`config.mk`:
```
export PLATFORM = sky130hd
export DESIGN_NAME = seg_scan_decoder
export DESIGN_NICKNAME = d
export VERILOG_FILES = /design/src/rtl/seg_pkg.sv /design/src/rtl/seg7_to_bcd.sv /design/src/rtl/seg_scan_decoder.sv
export SDC_FILE = /design/constraint.sdc
export NUM_CORES = 1
export LEC_CHECK = 0
export CAP_MARGIN = 20
export CORE_ASPECT_RATIO = 0.75
export CORE_MARGIN = 2
export CORE_UTILIZATION = 32
export CTS_CLUSTER_DIAMETER = 40
export DETAILED_ROUTE_END_ITERATION = 7
export MAX_ROUTING_LAYER = met4
export PLACE_DENSITY = 0.57
export RECOVER_POWER = 25
export SLEW_MARGIN = 20
export SYNTH_ARGS = -nofsm -noshare
export SYNTH_HDL_FRONTEND = slang
export SYNTH_SLANG_ARGS = --single-unit
export TNS_END_PERCENT = 30
```
`constraint.sdc`:
```
create_clock -name clk -period 3.6 [get_ports clk]
set_clock_uncertainty 0.2 [all_clocks]
set_input_delay 0.36 -clock clk [delete_from_list [all_inputs] [get_ports clk]]
set_output_delay 0.36 -clock clk [all_outputs]
set_load 0.01 [all_outputs]
```
`src/rtl/seg_pkg.sv`:
```
// Shared constants and types for 7-segment scan monitors.
package seg_pkg;

   localparam logic [7:0] SEG_0     = 8'h3F;
   localparam logic [7:0] SEG_1     = 8'h06;
   localparam logic [7:0] SEG_2     = 8'h5B;
   localparam logic [7:0] SEG_3     = 8'h4F;
   localparam logic [7:0] SEG_4     = 8'h66;
   localparam logic [7:0] SEG_5     = 8'h6D;
   localparam logic [7:0] SEG_6     = 8'h7D;
   localparam logic [7:0] SEG_7     = 8'h07;
   localparam logic [7:0] SEG_8     = 8'h7F;
   localparam logic [7:0] SEG_9     = 8'h6F;
   localparam logic [7:0] SEG_BLANK = 8'h80;

   localparam logic [3:0] SEL_MIN_LO = 4'b0001;
   localparam logic [3:0] SEL_MIN_HI = 4'b0010;
   localparam logic [3:0] SEL_HR_LO  = 4'b0100;
   localparam logic [3:0] SEL_HR_HI  = 4'b1000;

   typedef enum logic [2:0] {
      ST_HUNT = 3'd0,
      ST_D0   = 3'd1,
      ST_D1   = 3'd2,
      ST_D2   = 3'd3,
      ST_D3   = 3'd4
   } scan_state_t;

   function automatic logic is_onehot4(input logic [3:0] v);
      return (v != 4'b0000) && ((v & (v - 4'd1)) == 4'b0000);
   endfunction

endpackage

```
`src/rtl/seg7_to_bcd.sv`:
```
// Combinational decode of a 7-segment pattern (dp in bit 7) back to BCD.
module seg7_to_bcd
   import seg_pkg::*;
(
   input  logic [7:0] pattern,
   output logic       valid,
   output logic [3:0] bcd
);

   // Exact-match lookup; any other pattern (including a lit dp) is invalid.
   always_comb begin
      valid = 1'b1;
      bcd   = 4'd0;
      case (pattern)
         SEG_0:   bcd = 4'd0;
         SEG_1:   bcd = 4'd1;
         SEG_2:   bcd = 4'd2;
         SEG_3:   bcd = 4'd3;
         SEG_4:   bcd = 4'd4;
         SEG_5:   bcd = 4'd5;
         SEG_6:   bcd = 4'd6;
         SEG_7:   bcd = 4'd7;
         SEG_8:   bcd = 4'd8;
         SEG_9:   bcd = 4'd9;
         default: valid = 1'b0;
      endcase
   end

endmodule

```
`src/rtl/seg_scan_decoder.sv`:
```
// Receive-side decoder for a multiplexed 4-digit 7-segment HH:MM bus.
//
// state   | meaning
// --------+-----------------------------------------------------------
// ST_HUNT | waiting for a min_lo capture to start a frame
// ST_D0   | transient, never entered after reset; falls back to hunt
// ST_D1   | min_lo stored, expecting min_hi
// ST_D2   | min_hi stored, expecting hr_lo
// ST_D3   | hr_lo stored, expecting hr_hi (frame completes on capture)
module seg_scan_decoder
   import seg_pkg::*;
#(
   parameter int SETTLE_CYCLES  = 4,
   parameter int CONFIRM_FRAMES = 2
) (
   input  logic       clk,
   input  logic       rst,
   input  logic [7:0] seg_in,
   input  logic [3:0] sel_in,
   output logic [3:0] min_lo,
   output logic [3:0] min_hi,
   output logic [3:0] hr_lo,
   output logic [3:0] hr_hi,
   output logic       time_valid,
   output logic       upd,
   output logic       seg_err,
   output logic       seq_err
);

   logic [7:0]  seg_s1, seg_s2;
   logic [3:0]  sel_s1, sel_s2, sel_prev;
   logic [7:0]  stab_cnt, stab_next;
   logic        sel_change, sel_illegal, capture;
   logic        dec_valid;
   logic [3:0]  dec_bcd;
   scan_state_t state, state_next;
   logic [3:0]  expected_sel;
   logic [3:0]  dig_min_lo, dig_min_hi, dig_hr_lo;
   logic        ld_min_lo, ld_min_hi, ld_hr_lo;
   logic        frame_done, range_ok, frame_ok;
   logic        seq_set, seg_set;
   logic [15:0] frame_word, out_word, cand;
   logic [3:0]  match_cnt, cnt_after;
   logic        load_out;

   seg7_to_bcd u_dec (
      .pattern (seg_s2),
      .valid   (dec_valid),
      .bcd     (dec_bcd)
   );

   // Two-flop synchronizers; the scan source may be on another clock.
   always_ff @(posedge clk) begin
      if (rst) begin
         seg_s1 <= '0;
         seg_s2 <= '0;
         sel_s1 <= '0;
         sel_s2 <= '0;
      end else begin
         seg_s1 <= seg_in;
         seg_s2 <= seg_s1;
         sel_s1 <= sel_in;
         sel_s2 <= sel_s1;
      end
   end

   assign sel_change  = (sel_s2 != sel_prev);
   assign sel_illegal = sel_change && (sel_s2 != 4'b0000) && !is_onehot4(sel_s2);

   // Dwell counter: cleared on a select change, otherwise counts up and saturates.
   always_comb begin
      if (sel_change)
         stab_next = 8'd0;
      else if (stab_cnt == 8'hFF)
         stab_next = stab_cnt;
      else
         stab_next = stab_cnt + 8'd1;
   end

   // The stab_cnt guard keeps capture to one shot even when SETTLE_CYCLES is 255.
   assign capture = !sel_change && is_onehot4(sel_s2) &&
                    (stab_next == 8'(SETTLE_CYCLES)) && (stab_cnt != 8'(SETTLE_CYCLES));

   // Select history and dwell counter registers.
   always_ff @(posedge clk) begin
      if (rst) begin
         sel_prev <= '0;
         stab_cnt <= '0;
      end else begin
         sel_prev <= sel_s2;
         stab_cnt <= stab_next;
      end
   end

   // Select the digit position each in-frame state is waiting for.
   always_comb begin
      case (state)
         ST_D1:   expected_sel = SEL_MIN_HI;
         ST_D2:   expected_sel = SEL_HR_LO;
         ST_D3:   expected_sel = SEL_HR_HI;
         default: expected_sel = SEL_MIN_LO;
      endcase
   end

   assign range_ok = (dig_min_hi <= 4'd5) && (dec_bcd <= 4'd2) &&
                     !((dec_bcd == 4'd2) && (dig_hr_lo > 4'd3));

   // Frame sequencing and error classification.
   always_comb begin
      state_next = state;
      ld_min_lo  = 1'b0;
      ld_min_hi  = 1'b0;
      ld_hr_lo   = 1'b0;
      frame_done = 1'b0;
      seq_set    = 1'b0;
      seg_set    = 1'b0;
      if (state == ST_D0)
         state_next = ST_HUNT;
      if (sel_illegal) begin
         seq_set    = 1'b1;
         state_next = ST_HUNT;
      end else if (capture) begin
         if ((state inside {ST_D1, ST_D2, ST_D3}) && (sel_s2 == expected_sel)) begin
            if (!dec_valid) begin
               seg_set    = 1'b1;
               state_next = ST_HUNT;
            end else begin
               case (state)
                  ST_D1: begin
                     ld_min_hi  = 1'b1;
                     state_next = ST_D2;
                  end
                  ST_D2: begin
                     ld_hr_lo   = 1'b1;
                     state_next = ST_D3;
                  end
                  default: begin
                     frame_done = 1'b1;
                     seg_set    = !range_ok;
                     state_next = ST_HUNT;
                  end
               endcase
            end
         end else if (sel_s2 == SEL_MIN_LO) begin
            // A min_lo select always (re)starts a frame.
            if (dec_valid) begin
               ld_min_lo  = 1'b1;
               state_next = ST_D1;
            end else begin
               seg_set    = 1'b1;
               state_next = ST_HUNT;
            end
         end else if (state inside {ST_D1, ST_D2, ST_D3}) begin
            seq_set    = 1'b1;
            state_next = ST_HUNT;
         end
      end
   end

   // FSM state and partial-frame digit registers.
   always_ff @(posedge clk) begin
      if (rst) begin
         state      <= ST_HUNT;
         dig_min_lo <= '0;
         dig_min_hi <= '0;
         dig_hr_lo  <= '0;
      end else begin
         state <= state_next;
         if (ld_min_lo) dig_min_lo <= dec_bcd;
         if (ld_min_hi) dig_min_hi <= dec_bcd;
         if (ld_hr_lo)  dig_hr_lo  <= dec_bcd;
      end
   end

   assign frame_ok   = frame_done && range_ok;
   assign frame_word = {dec_bcd, dig_hr_lo, dig_min_hi, dig_min_lo};
   assign out_word   = {hr_hi, hr_lo, min_hi, min_lo};

   // Confirmation count the incoming frame would produce.
   always_comb begin
      if (frame_word != cand)
         cnt_after = 4'd1;
      else if (match_cnt >= 4'(CONFIRM_FRAMES))
         cnt_after = match_cnt;
      else
         cnt_after = match_cnt + 4'd1;
   end

   assign load_out = frame_ok && (cnt_after == 4'(CONFIRM_FRAMES)) &&
                     ((frame_word != out_word) || !time_valid);

   // Candidate tracking, confirmed outputs and event pulses.
   always_ff @(posedge clk) begin
      if (rst) begin
         cand       <= '0;
         match_cnt  <= '0;
         min_lo     <= '0;
         min_hi     <= '0;
         hr_lo      <= '0;
         hr_hi      <= '0;
         time_valid <= 1'b0;
         upd        <= 1'b0;
         seg_err    <= 1'b0;
         seq_err    <= 1'b0;
      end else begin
         if (frame_ok) begin
            cand      <= frame_word;
            match_cnt <= cnt_after;
         end
         if (load_out) begin
            {hr_hi, hr_lo, min_hi, min_lo} <= frame_word;
            time_valid                     <= 1'b1;
         end
         upd     <= load_out;
         seq_err <= seq_set;
         seg_err <= seg_set && !seq_set;
      end
   end

endmodule

```
==> metrics <==
status finished, violations left; failing checks capacitance limit, slew limit; mux cell area share after synthesis 3.54%; Pwr Total 0.00208 W; area leader, netlist dfxtp_1; H-tree Lvls 3; CP max FO 15; Post-Syn Instances between 400 and 500; Worst Setup EP min_hi[0]; Post-Synth XOR/XNOR Area 7.55%; PwrDens 393 nW/um^2; Metal-1 WL 5.48 mm; RSZ-0062 raised after global routing false; Worst EP arrival between 3 and 4 ns; Starting Density between 30 and 40%; Clk pin slew, worst setup/hold paths 0.06 ns; maxcap violations 1; Final #Nets 525; Mapped Nets 502; Worst Setup Slack, final 0.467 ns; PostCTS Resize Cnt 0; die width 141 microns; Routed WL ~11 mm; Detail Route met2 WL 4.52 mm; reg2reg path depth 8; Worst R2R End min_hi[0]; simple-gate share of the synthesized area between 20% and 30%; sequential standard cell area 1820 sq um; # diodes 0; Hold Buf Count CTS 0; adder-cell share of the synthesized area under 10%; I/O Buffers 33; top-area cell type share of the netlist area 40.3%; Clock Path Buffers 2; slew at the pin closest to its max-slew limit 1.60 ns; grt ovf 0; required time worst endpoint 3.67 ns; post-route setup TNS 0 ns; routed len/inst 15.5 microns; Cell variety after synth 64; final hold viol count 0; core area 13700 sq um; Synth Flop Type dfxtp_1; clock tree from TritonCTS yes; Multi-input gate area 2520 sq um; Post-Syn Area between 4000 and 5000 sq um; first-pass GRT wire length 18.0 mm; Worst Hold Class reg2reg; static leakage ~1.8 nW; top sig layer met4; clock root buffer clkbuf_16; # fillers 1333; initial antenna violation count 0; Max Clk Rate 319 MHz; Critical Path Sink Type register; Die Y between 100 and 150 microns; initial drt markers 298; Final min period 3.13 ns; metal3 WL 482 microns; commonest cells after routing, fill and taps aside 91 x dfxtp_1, 32 x clkdlybuf4s50_1, 31 x nor2b_1; post-place setup slack about 0.52 ns; share of flip-flops with an asynchronous set or reset 0%; Via density 5.31; WS Path Type reg2reg; DR pass1 iterations 5; flops & latches, synth 91; Placer Congestion 0.875; vias in the first global route 3496; area grow syn2layout 17.1%; Core Rows 37; GR Util All Layers 15.4%; Ys Warns 0; Antenna Nets Post-Route 0; Num Clock Sinks a little over 90; Critical Path Source state[0]; layout cell share with drive strength beyond 1 8.20%; DP Cell Count 671; Final HPWL DP 7.57 mm; top post-synthesis cells by area dfxtp_1 40%, xnor2_1 5.0%, nor2b_1 4.3%, nand2b_1 4.0%, mux2i_1 3.5%; worst reg-to-reg setup slack 0.47 ns; total CTS buffers 9; Max IR drop VDD 0.224 mV; fin cells 687; most common cell after layout, fill and taps aside dfxtp_1; reg2reg start state[0]; number of flops mapped to enable cells by yosys 0; Top-Level Pins 34; CP Launch Type register; max-slew violation count 44; relative slew slack -6.85%; Skew-Pair Late Insertion Delay 0.34 ns; DR vias 3647; Final Setup Violations 0; compound-gate portion of the synthesized area 14.9%; largest net degree at the start of global routing between 40 and 50; fin crit share 87.0%; register area share after synthesis between 40% and 50%; final hold slack 0.234 ns; DRC 0; postcts setup bufs 0; largest family of logic cells by synthesized area simple AND/OR/NAND/NOR gates; Syn Area/Cell between 9 and 10 sq um; die area ~15000 sq um
## worst min path at each step
stage                     startpoint  cells after the start   endpoint
after floorplan            seg_s1[0]                      1  seg_s2[0]
after global placement     sel_s1[2]                      1  sel_s2[2]
after detailed placement   seg_s1[7]                      1  seg_s2[7]
after CTS                  seg_s1[7]                      1  seg_s2[7]
after global routing       sel_s1[1]                      1  sel_s2[1]
final                      seg_s1[7]                      1  seg_s2[7]
## layout make-up
class	count	share of cell area [%]
multi-input combinational	350	47.6
tap	175	4.14
inverter	14	0.993
clock inverter	4	0.922
timing repair buffer	41	7.11
clock buffer	12	4.85
sequential	91	34.4
## metrics by stage
step	util, %	instance area, sq um
final	38.5	5290
after global routing	38.5	5290
after CTS	38.6	5300
after detailed placement	36.3	5000
after global placement	36.3	5000
after floorplan	-	4520
## logic make-up (layout without fill, tap and decap cells)
kind of cell / Yosys count / after routing
AND/OR/NAND/NOR: 197 / 197
adder cells (fa/ha/maj): 5 / 5
multiplexers: 16 / 16
AO/OA/AOI/OAI: 93 / 93
buffers and inverters: 43 / 71
flip-flops: 91 / 91
XOR/XNOR: 39 / 39
## registers in the layout (all words and copies together) (netlist names), 3 cells and up
signal and cells:
min_hi 4, hr_lo 4, sel_prev 4, dig_min_hi 4
seg_s2 8, match_cnt 4, min_lo 4, dig_min_lo 4
dig_hr_lo 4, stab_cnt 8, state 3, hr_hi 4
cand 16, sel_s2 4, sel_s1 4, seg_s1 8
## synth_stat cells, drive strengths merged, types with 12 or more instances
cell     n
dfxtp   91
a21oi   31
nor2b   31
nand2b  30
xnor2   26
nand4   24
nor2    21
o21ai   21
clkbuf  19
mux2i   16
inv     14
nor3    14
xor2    13
nor4    12
## critical path, cell delays in order (launching register included)
cell and delay, ns:
dfxtp_1 0.44, and4bb_1 0.33, o21bai_1 0.14, or4_1 0.56, nor4_1 0.37, nand3_1 0.23
nor4_4 0.26, buf_4 0.31, mux2i_1 0.21
## metal layers
metal	up-vias	track usage, %
met5	-	-
met4	0	4.43
met3	19	3.22
met2	92	22.2
met1	1751	21.8
li1	1785	-
## where the power goes
part	leakage, nW	switching (W)	internal [W]
registers	0.739	0.0000160	0.00102
clock network	0.153	0.000385	0.000575
logic	0.896	0.0000412	0.0000401
No activity file was read; power rests on OpenSTA's default activity.
